## src/rtl/wiener_block_sequencer.sv

```systemverilog
// -----------------------------------------------------------------------------
// wiener_block_sequencer
//   Front-end controller for wiener_block_stats. Takes a valid/ready pixel
//   stream and feeds the stats block one sample per cycle. Samples inside a
//   block are always contiguous: a missing pixel mid-block is replaced by a
//   fill slot that repeats the previous value, and underrun_err is raised.
//   The sequencer counts variance_ready pulses so that frame_done is raised
//   only after every block's statistics have come out of the stats block.
//
// Ports
//   clk, rst_n            clock, asynchronous active-low reset
//   frame_start           pulse, begins a frame (honoured only when idle)
//   blocks_per_frame      blocks in the frame, latched on accepted frame_start
//   pix_valid/pix_data    incoming pixel stream
//   pix_ready             high while streaming (combinational from state)
//   stats_start_of_frame  to stats block, high for the single arm cycle
//   stats_data_in         to stats block, registered sample value
//   stats_start_data      to stats block, marks sample 0 of each block
//   stats_end_of_frame    to stats block, marks the last sample of the frame
//   variance_ready        from stats block, one pulse per finished block
//   block_idx             index of the block currently being fed
//   frame_done            1-cycle pulse, all block results received
//   underrun_err          sticky, pixel gap inside a block
//   cfg_err               1-cycle pulse, frame_start with zero blocks
//   timeout_err           sticky, results did not arrive in time
// -----------------------------------------------------------------------------
module wiener_block_sequencer #(
  parameter int DATA_WIDTH    = 8,
  parameter int TOTAL_SAMPLES = 8,
  parameter int DRAIN_TIMEOUT = 1024
) (
  input  logic                  clk,
  input  logic                  rst_n,
  input  logic                  frame_start,
  input  logic [31:0]           blocks_per_frame,
  input  logic                  pix_valid,
  input  logic [DATA_WIDTH-1:0] pix_data,
  output logic                  pix_ready,
  output logic                  stats_start_of_frame,
  output logic [DATA_WIDTH-1:0] stats_data_in,
  output logic                  stats_start_data,
  output logic                  stats_end_of_frame,
  input  logic                  variance_ready,
  output logic [31:0]           block_idx,
  output logic                  frame_done,
  output logic                  underrun_err,
  output logic                  cfg_err,
  output logic                  timeout_err
);

  localparam int SMP_W = $clog2(TOTAL_SAMPLES);
  localparam int TMR_W = $clog2(DRAIN_TIMEOUT + 1);
  localparam logic [SMP_W-1:0] SMP_LAST = SMP_W'(TOTAL_SAMPLES - 1);
  localparam logic [SMP_W-1:0] SMP_ZERO = SMP_W'(32'd0);
  localparam logic [SMP_W-1:0] SMP_ONE  = SMP_W'(32'd1);
  localparam logic [TMR_W-1:0] TMR_LAST = TMR_W'(DRAIN_TIMEOUT - 1);
  localparam logic [TMR_W-1:0] TMR_ZERO = TMR_W'(32'd0);
  localparam logic [TMR_W-1:0] TMR_ONE  = TMR_W'(32'd1);

  localparam logic [1:0] ST_IDLE   = 2'd0;
  localparam logic [1:0] ST_ARM    = 2'd1;
  localparam logic [1:0] ST_STREAM = 2'd2;
  localparam logic [1:0] ST_DRAIN  = 2'd3;

  logic [1:0]            state_r;
  logic [31:0]           bpf_r;
  logic [SMP_W-1:0]      smp_cnt_r;
  logic [31:0]           block_idx_r;
  logic [31:0]           vr_cnt_r;
  logic [TMR_W-1:0]      drain_tmr_r;
  logic [DATA_WIDTH-1:0] data_r;
  logic                  sof_r;
  logic                  start_data_r;
  logic                  eof_r;
  logic                  frame_done_r;
  logic                  underrun_r;
  logic                  cfg_err_r;
  logic                  timeout_r;

  logic                  issue_s;
  logic                  last_smp_s;
  logic                  last_blk_s;
  logic                  vr_count_s;
  logic [31:0]           vr_next_s;
  logic                  drained_s;

  // Per-cycle decode: sample issue, block/frame boundaries, result tally.
  // A slot is issued on a real pixel, or as a fill slot when a block is
  // already open (smp_cnt != 0); gaps on block boundaries issue nothing.
  // The DRAIN check uses the tally including this cycle's variance_ready.
  always_comb begin
    issue_s    = (state_r == ST_STREAM) && (pix_valid || (smp_cnt_r != SMP_ZERO));
    last_smp_s = (smp_cnt_r == SMP_LAST);
    last_blk_s = (block_idx_r == (bpf_r - 32'd1));
    vr_count_s = variance_ready && (state_r != ST_IDLE);
    vr_next_s  = vr_cnt_r + {31'd0, vr_count_s};
    drained_s  = (vr_next_s >= bpf_r);
  end

  assign pix_ready            = (state_r == ST_STREAM);
  assign stats_start_of_frame = sof_r;
  assign stats_data_in        = data_r;
  assign stats_start_data     = start_data_r;
  assign stats_end_of_frame   = eof_r;
  assign block_idx            = block_idx_r;
  assign frame_done           = frame_done_r;
  assign underrun_err         = underrun_r;
  assign cfg_err              = cfg_err_r;
  assign timeout_err          = timeout_r;

  // Sequencer state, counters and registered stats-side outputs.
  always_ff @(posedge clk or negedge rst_n) begin
    if (!rst_n) begin
      state_r      <= ST_IDLE;
      bpf_r        <= 32'd0;
      smp_cnt_r    <= SMP_ZERO;
      block_idx_r  <= 32'd0;
      vr_cnt_r     <= 32'd0;
      drain_tmr_r  <= TMR_ZERO;
      data_r       <= {DATA_WIDTH{1'b0}};
      sof_r        <= 1'b0;
      start_data_r <= 1'b0;
      eof_r        <= 1'b0;
      frame_done_r <= 1'b0;
      underrun_r   <= 1'b0;
      cfg_err_r    <= 1'b0;
      timeout_r    <= 1'b0;
    end else begin
      sof_r        <= 1'b0;
      start_data_r <= 1'b0;
      eof_r        <= 1'b0;
      frame_done_r <= 1'b0;
      cfg_err_r    <= 1'b0;
      vr_cnt_r     <= vr_next_s;
      case (state_r)
        ST_IDLE: begin
          if (frame_start) begin
            if (blocks_per_frame != 32'd0) begin
              state_r     <= ST_ARM;
              bpf_r       <= blocks_per_frame;
              smp_cnt_r   <= SMP_ZERO;
              block_idx_r <= 32'd0;
              vr_cnt_r    <= 32'd0;
              drain_tmr_r <= TMR_ZERO;
              underrun_r  <= 1'b0;
              timeout_r   <= 1'b0;
              sof_r       <= 1'b1;
            end else begin
              cfg_err_r <= 1'b1;
            end
          end
        end
        ST_ARM: begin
          state_r <= ST_STREAM;
        end
        ST_STREAM: begin
          if (issue_s) begin
            // A fill slot keeps data_r, so the stats block sees a repeat.
            if (pix_valid) begin
              data_r <= pix_data;
            end else begin
              underrun_r <= 1'b1;
            end
            start_data_r <= (smp_cnt_r == SMP_ZERO);
            eof_r        <= last_smp_s && last_blk_s;
            if (last_smp_s) begin
              smp_cnt_r <= SMP_ZERO;
              if (last_blk_s) begin
                // block_idx stays on the final block while draining.
                state_r     <= ST_DRAIN;
                drain_tmr_r <= TMR_ZERO;
              end else begin
                block_idx_r <= block_idx_r + 32'd1;
              end
            end else begin
              smp_cnt_r <= smp_cnt_r + SMP_ONE;
            end
          end
        end
        ST_DRAIN: begin
          // Completion wins over a timeout expiring on the same cycle.
          if (drained_s) begin
            frame_done_r <= 1'b1;
            state_r      <= ST_IDLE;
          end else if (drain_tmr_r == TMR_LAST) begin
            timeout_r <= 1'b1;
            state_r   <= ST_IDLE;
          end else begin
            drain_tmr_r <= drain_tmr_r + TMR_ONE;
          end
        end
        default: begin
          state_r <= ST_IDLE;
        end
      endcase
    end
  end

endmodule

```

## config.mk

```make
export PLATFORM = sky130hd
export DESIGN_NAME = wiener_block_sequencer
export DESIGN_NICKNAME = d
export VERILOG_FILES = /design/src/rtl/wiener_block_sequencer.sv
export SDC_FILE = /design/constraint.sdc
export NUM_CORES = 1
export LEC_CHECK = 0
export CAP_MARGIN = 5
export CORE_MARGIN = 4
export CORE_UTILIZATION = 44
export CTS_CLUSTER_SIZE = 16
export DETAILED_ROUTE_END_ITERATION = 16
export PLACE_DENSITY = 0.68
export SLEW_MARGIN = 5
export SYNTH_ARGS = -nofsm -noshare
export SYNTH_HDL_FRONTEND = slang
export SYNTH_SLANG_ARGS = --single-unit
```

## constraint.sdc

```tcl
create_clock -name clk -period 5.95 [get_ports clk]
set_input_delay 1.4875 -clock clk [delete_from_list [all_inputs] [get_ports clk]]
set_output_delay 1.4875 -clock clk [all_outputs]
set_load 0.005 [all_outputs]
```

==> flow_metrics.tcl <==
set metrics [dict create \
    outcome "completed" \
    ir_drop_v 0.000198 \
    yosys_warnings 0 \
    cts-buffers-inserted 17 \
    cts_resized 0 \
    p_leak_uw 0.00448 \
    gp_congestion 0.891 \
    arrival_ns 5.88 \
    fillers 1668 \
    synth_nets 1046 \
    place_area_mm2 0.00968 \
    min-delay-start "stats_data_in[2]" \
    synth.most_common_cell "dfrtp_1" \
    hold_path_class "reg2reg" \
    critPathKind "in2reg" \
    slew-limit-headroom 0.497 \
    worstPathMaxFanout 5 \
    synth_cell_type_count 69 \
    syn_inst 957 \
    fin_hold_ws_ns 0.502 \
    core_area_mm2 0.0188 \
    min_period_ns 5.53 \
    synth_common_cells "127 x dfrtp_1, 99 x nand2_1, 64 x nor2_1" \
    grt_start_max_net_pins 77 \
    rsz0062_at_grt "no" \
    ctsHoldBuffers 0 \
    die_w_um 146 \
    dieArea_mm2 0.0214 \
    timing_hold_violations_final 0 \
    yosysSeqAreaShare 0.378 \
    reg2reg_depth 20 \
    setup_viol_count_final 0 \
    drt_iter0_drc 427 \
    crit_required_ns 6.30 \
    worstReg2RegEnd "drain_tmr_r[5]" \
    first_global_vias 7162 \
    place_hpwl_um 17300 \
    die_h_um 146 \
    antennaDiodeCount 0 \
    drv_slew 0 \
    crit_path_max_incr_delay_ns 0.57 \
    rows 50 \
    via_per_inst 5.75 \
    yosys.area.top_type_share 0.378 \
    htreeDepth 4 \
    syn2layout_area_growth_pct 22.0 \
    grt_antenna_before_repair 0 \
    finalCritPeriodShare 0.930 \
    port_buffers 92 \
    ant_nets 0 \
    critPathTopFamily "simple AND/OR/NAND/NOR gates" \
    reg2reg_slack_ns 1.15 \
    clockBufferDepth 2 \
    fin_skew_ns 0.00841 \
    drt_wl_total_um 22500 \
    path_buf_inv 2 \
    routedWlPerCell_um 17.2 \
    synth_edf_count 0 \
    critPathLaunchType "input port" \
    cts_tree "yes" \
    power_uw 2300 \
    clkTransAtPathRegs_ns 0.06 \
    crit_path_cell_trace "clkdlybuf4s50_1, nor2b_1, ha_1, and3_1, nand3_1, nor3_1, buf_4, nand4_1, or4_1, xnor2_1, ha_1, a21oi_1, o21ai_0, nand2_1, nor2b_1, a21oi_1, or4b_4, or4_1, a21oi_1" \
    maxCapViolCount 0 \
    drive_gt1_frac 0.0876 \
    synth_area_mm2 0.00841 \
    dr.pass1.iters 5 \
    initial_core_util 0.448 \
    p_per_area_mw_per_mm2 224 \
    r2r_start "state_r[0]" \
    cp_slowest_cell "or4b_4" \
    root_buffer "clkbuf_16" \
    path_common_cell "a21oi_1" \
    nNetsFinal 1149 \
    yosys.area.top_type "dfrtp_1" \
    stdcell_area_mm2 0.0103 \
    cp-end-kind "flip-flop" \
    grt.overflow.total 0 \
    min_path_cells 1 \
    synthFlopType "dfrtp_1" \
    async_flop_share 1.00 \
    vias 7518 \
    post_cts_buffers 0 \
    cts_sinks 127 \
    grt_pass1_wl_um 36900 \
    num_io_pins 93 \
    syn_avg_cell_area_um2 8.78 \
    min_delay_worst_endpoint "stats_data_in[2]" \
    gr-usage-all-layers 0.212 \
    synth.top_cells.by_area "dfrtp_1 38%, ha_1 6.5%, xnor2_1 5.5%, nand2_1 4.4%, o21ai_0 3.2%" \
    worstMarginPinSlew_ns 0.755 \
    drc 0 \
    fmax_mhz 181 \
    worstSkewPairLatency_ns 0.43 \
    ys_seq_elements 127 \
]
## cells by family after synthesis
logic type               after synthesis  share of synthesized area
buffers and inverters                 96                     0.0464
AND/OR/NAND/NOR                      409                      0.268
adder cells (fa/ha/maj)               44                     0.0655
flip-flops                           127                      0.378
XOR/XNOR                              72                     0.0750
multiplexers                          17                     0.0216
AO/OA/AOI/OAI                        192                      0.145
## worst max path at each step
stage                           to           start  cells past startpoint
floorplan           drain_tmr_r[7]  variance_ready                     18
global placement    drain_tmr_r[7]  variance_ready                     19
detailed placement  drain_tmr_r[9]  variance_ready                     20
CTS                 drain_tmr_r[5]  variance_ready                     20
global route        drain_tmr_r[9]  variance_ready                     21
finish              drain_tmr_r[5]  variance_ready                     19
## layout by cell type (no fill, tap or decap), types with 5 or more instances in the layout
master and instances:
xnor2_1 53, clkdlybuf4s50_1 91, a211oi_1 10, nand4_1 36, a31oi_1 5, nand2_1 99, mux2i_1 8, inv_1 57
o21ai_0 53, o21a_1 11, ha_1 44, nor3_1 28, clkbuf_16 17, xor2_1 19, a21oi_1 44, and2_1 8
clkinv_2 5, nand3_1 30, and3_1 21, nand2b_1 8, and4_1 12, o211ai_1 9, nor4_1 21, mux2_2 8
buf_4 32, nor2b_1 37, dfrtp_1 127, a21o_1 6, or3_1 5, or4_1 16, o31ai_1 8, nor2_1 63
clkinvlp_4 5
## metrics by stage
step                      setup slack (ns)  std cells  TNS (ns)   util
after floorplan                      0.392        957         0      -
after global placement              -0.147       1275    -0.429  0.516
after detailed placement            -0.220       1275    -0.652  0.516
after CTS                            0.224       1307         0  0.546
after global routing                0.0845       1307         0  0.546
final                                0.418       1307         0  0.546
## metal layers
layer | vias up | part of all wire | global-route usage
met1 | 3624 | 0.47 | 0.291
li1 | 3676 | - | -
met3 | 27 | 0.047 | 0.0425
met2 | 191 | 0.47 | 0.342
met4 | 0 | 0.018 | 0.0654
met5 | - | 0 | 0
## power breakdown
part,switching [uW],internal (uW),leakage (uW),total [uW]
sequential,59.5,918,0.00154,977
clock,401,582,0.000264,983
combinational,167,169,0.00268,336
## flip-flops by register name, indices dropped and copies added, names as in the netlist, 2 cells and up
register       flops
block_idx         32
bpf_r             32
vr_cnt_r          32
drain_tmr_r       11
stats_data_in      8
smp_cnt_r          3
state_r            2
## area by class of cell
type | count | area (um^2) | area share
clock buffers | 18 | 439 | 0.0428
clock inverters | 14 | 119 | 0.0116
inverters | 57 | 214 | 0.0209
multi-input cells | 734 | 4860 | 0.474
flip-flops and latches | 127 | 3180 | 0.310
well taps | 234 | 293 | 0.0286
repair buffers | 123 | 1150 | 0.112
Power figures use the tool's default switching activity.
==> RTL edit: new RTL, same flow settings <==
Reset style: synchronous (`rst_n`), changed in one clocked block. Comments in the files are not updated.
--- a/src/rtl/wiener_block_sequencer.sv
+++ b/src/rtl/wiener_block_sequencer.sv
@@ -110,5 +110,5 @@
 
   // Sequencer state, counters and registered stats-side outputs.
-  always_ff @(posedge clk or negedge rst_n) begin
+  always_ff @(posedge clk) begin
     if (!rst_n) begin
       state_r      <= ST_IDLE;
Behaviour: differs if rst_n is asserted again (counterexample within 4 cycles, from zero or initial values and one cycle with rst_n low); with rst_n held inactive, the same outputs for 4 cycles.
==> RTL edit against the original RTL <==
Sequential cell count stayed put; routed wire length is 3.6% lower; clock skew down 2.0 ps; count of clock-buffer cells in the layout is 7 higher; synthesized cell count down 0.10%; largest cell class unchanged; area after synthesis fell by 7.1%; worst setup slack worse by 4.8 ps; design area decreased by 7.2%.
Power is not compared: it rests on default switching activity, and its combinational part moved more than twofold at a synthesized area within 25%.
==> RTL edit: results (changes against the original RTL) <==
| Metric | Value |
|---|---|
| Max VDD drop | `0.227 mV` |
| Reg-to-reg endpoint | `drain_tmr_r[6]$_SDFFE_PN0P_` |
| Met3 routed WL | `948 um (-10%)` |
| CTS resizes | `0 (unchanged)` |
| Worst Path Arrival | `5850 ps (-30 ps)` |
| Slowest CP cell | `or4_4` |
| Final wirelength | `21700 um (-3.6%)` |
| Largest net degree at the start of global routing | `43 (-44%)` |
| Synth top area cells | `dfxtp_1, ha_1, xnor2_1` |
| GRT Util Overall | `21.9% (+0.67 points)` |
| Hold Startpoint | `timeout_err$_SDFFE_PN0P_` |
| Power Combinational | `0.000950 W` |
| Vias in the first global route | `6699 (-6.5%)` |
| Place WS | `-87.9 ps (+132 ps)` |
| Worst Hold Depth | `2 (+1)` |
| IO buf count | `92 (unchanged)` |
| GPL Wtd Cong | `0.924 (+3.7%)` |
| Hold Path Sink | `timeout_err$_SDFFE_PN0P_` |
| Htree depth | `4 (unchanged)` |
| Met2 WL | `9730 um (-7.1%)` |
| DRT iter0 DRCs | `552 (+29%)` |
| Final net count | `1132 (-1.5%)` |
| Pwr Total | `0.00296 W` |
| Synthesized instance count | `956 (-0.10%)` |
| Placed cell count | `1249 (-2.0%)` |
| First-pass GRT wire length | `35200 um (-4.6%)` |
| Worst R2R Setup Slack | `1130 ps (-20 ps)` |
| Result of the run | `complete, no violations` |
| FF-to-FF Start | `state_r[1]$_SDFFE_PN0P_` |
| Post-synth top cells | `dfxtp_1, nor2_1, nand2_1, inv_1, a21oi_1` |
| Post-DP HPWL | `16300 um (-6.3%)` |
| Share of cells above drive strength 1 | `6.25% (-2.5 points)` |
| Initial antenna violation count | `0 (unchanged)` |
| Routed WL per cell | `16.9 um (-1.7%)` |
| Ant diodes | `0 (unchanged)` |
| Syn_nets | `1045 (-0.096%)` |
| Placement Cell Area | `8940 um^2 (-7.7%)` |
| Layout Skew | `6.41 ps (-2.00 ps)` |
| Post-CTS Setup Repair Bufs | `0 (unchanged)` |
| Max FO, Critical Path | `6 (+1)` |
| Critical path origin | `variance_ready` |
| Post-DR vias/cell | `5.63 (-2.1%)` |
| Distinct cells, synth | `67 (-2.9%)` |
| Int Power | `0.00193 W` |
| Crit-path max cell delay | `520 ps (-50 ps)` |
| Synth Flop Type | `dfxtp_1` |
| Worst reg2reg path depth | `24 (+20%)` |
| Register area share after synthesis | `32.6% (-5.2 points)` |
| Hold Slack | `446 ps (-56.6 ps)` |
| Filler cells | `1611 (-3.4%)` |
| Asr flop ratio synth | `0% (-100 points)` |
| Worst-margin pin slew | `897 ps (+143 ps)` |
RTL edit: cell types whose count changed after synthesis, sizes merged, moves of 15 or more:
cell,before,now
or3,5,21
mux2i,8,37
dfrtp,127,0
dfxtp,0,127
nand2,99,66
a21oi,44,59
nand3,30,48
o21ai,57,35
nor2,65,81
RTL edit: final cells by class:
cell class	instances	area, um^2	share of cell area, %
multi-input combinational	731	4870	51.2
sequential	127	2540	26.7
timing repair buffer	107	1030	10.9
clock buffer	25	475	5.00
tap	225	282	2.96
inverter	59	221	2.33
clock inverter	7	85.1	0.895
RTL edit: worst max-delay path by stage:
stage,slack [ps],end
after floorplan,190,drain_tmr_r[9]$_SDFFE_PN0P_
after global placement,50,drain_tmr_r[6]$_SDFFE_PN0P_
after detailed placement,-90,drain_tmr_r[6]$_SDFFE_PN0P_
after CTS,320,drain_tmr_r[6]$_SDFFE_PN0P_
after global routing,40,drain_tmr_r[6]$_SDFFE_PN0P_
final,410,drain_tmr_r[6]$_SDFFE_PN0P_
RTL edit: cells by family (layout without fill, tap and decap cells):
| family | count (synthesis) | count (layout) | synth area share, % |
|---|---|---|---|
| compound gates | 172 | 172 | 14.4 |
| xor+xnor | 72 | 72 | 8.08 |
| fa+ha+maj | 44 | 44 | 7.05 |
| buf+inv | 98 | 198 | 5.19 |
| flops | 127 | 127 | 32.6 |
| mux | 37 | 37 | 4.74 |
| simple gates | 406 | 406 | 28.0 |
RTL edit: tightest hold or removal path: stages (launching register included):
cell,delay (ps)
dfxtp_1,300
inv_1,50
a21oi_1,50
RTL edit: layer usage:
layer  vias to the layer above  track usage [%]
li1                       3640                -
met1                      3357             31.5
met2                       182             33.1
met3                        38             3.87
met4                         0             7.50
met5                         -                0
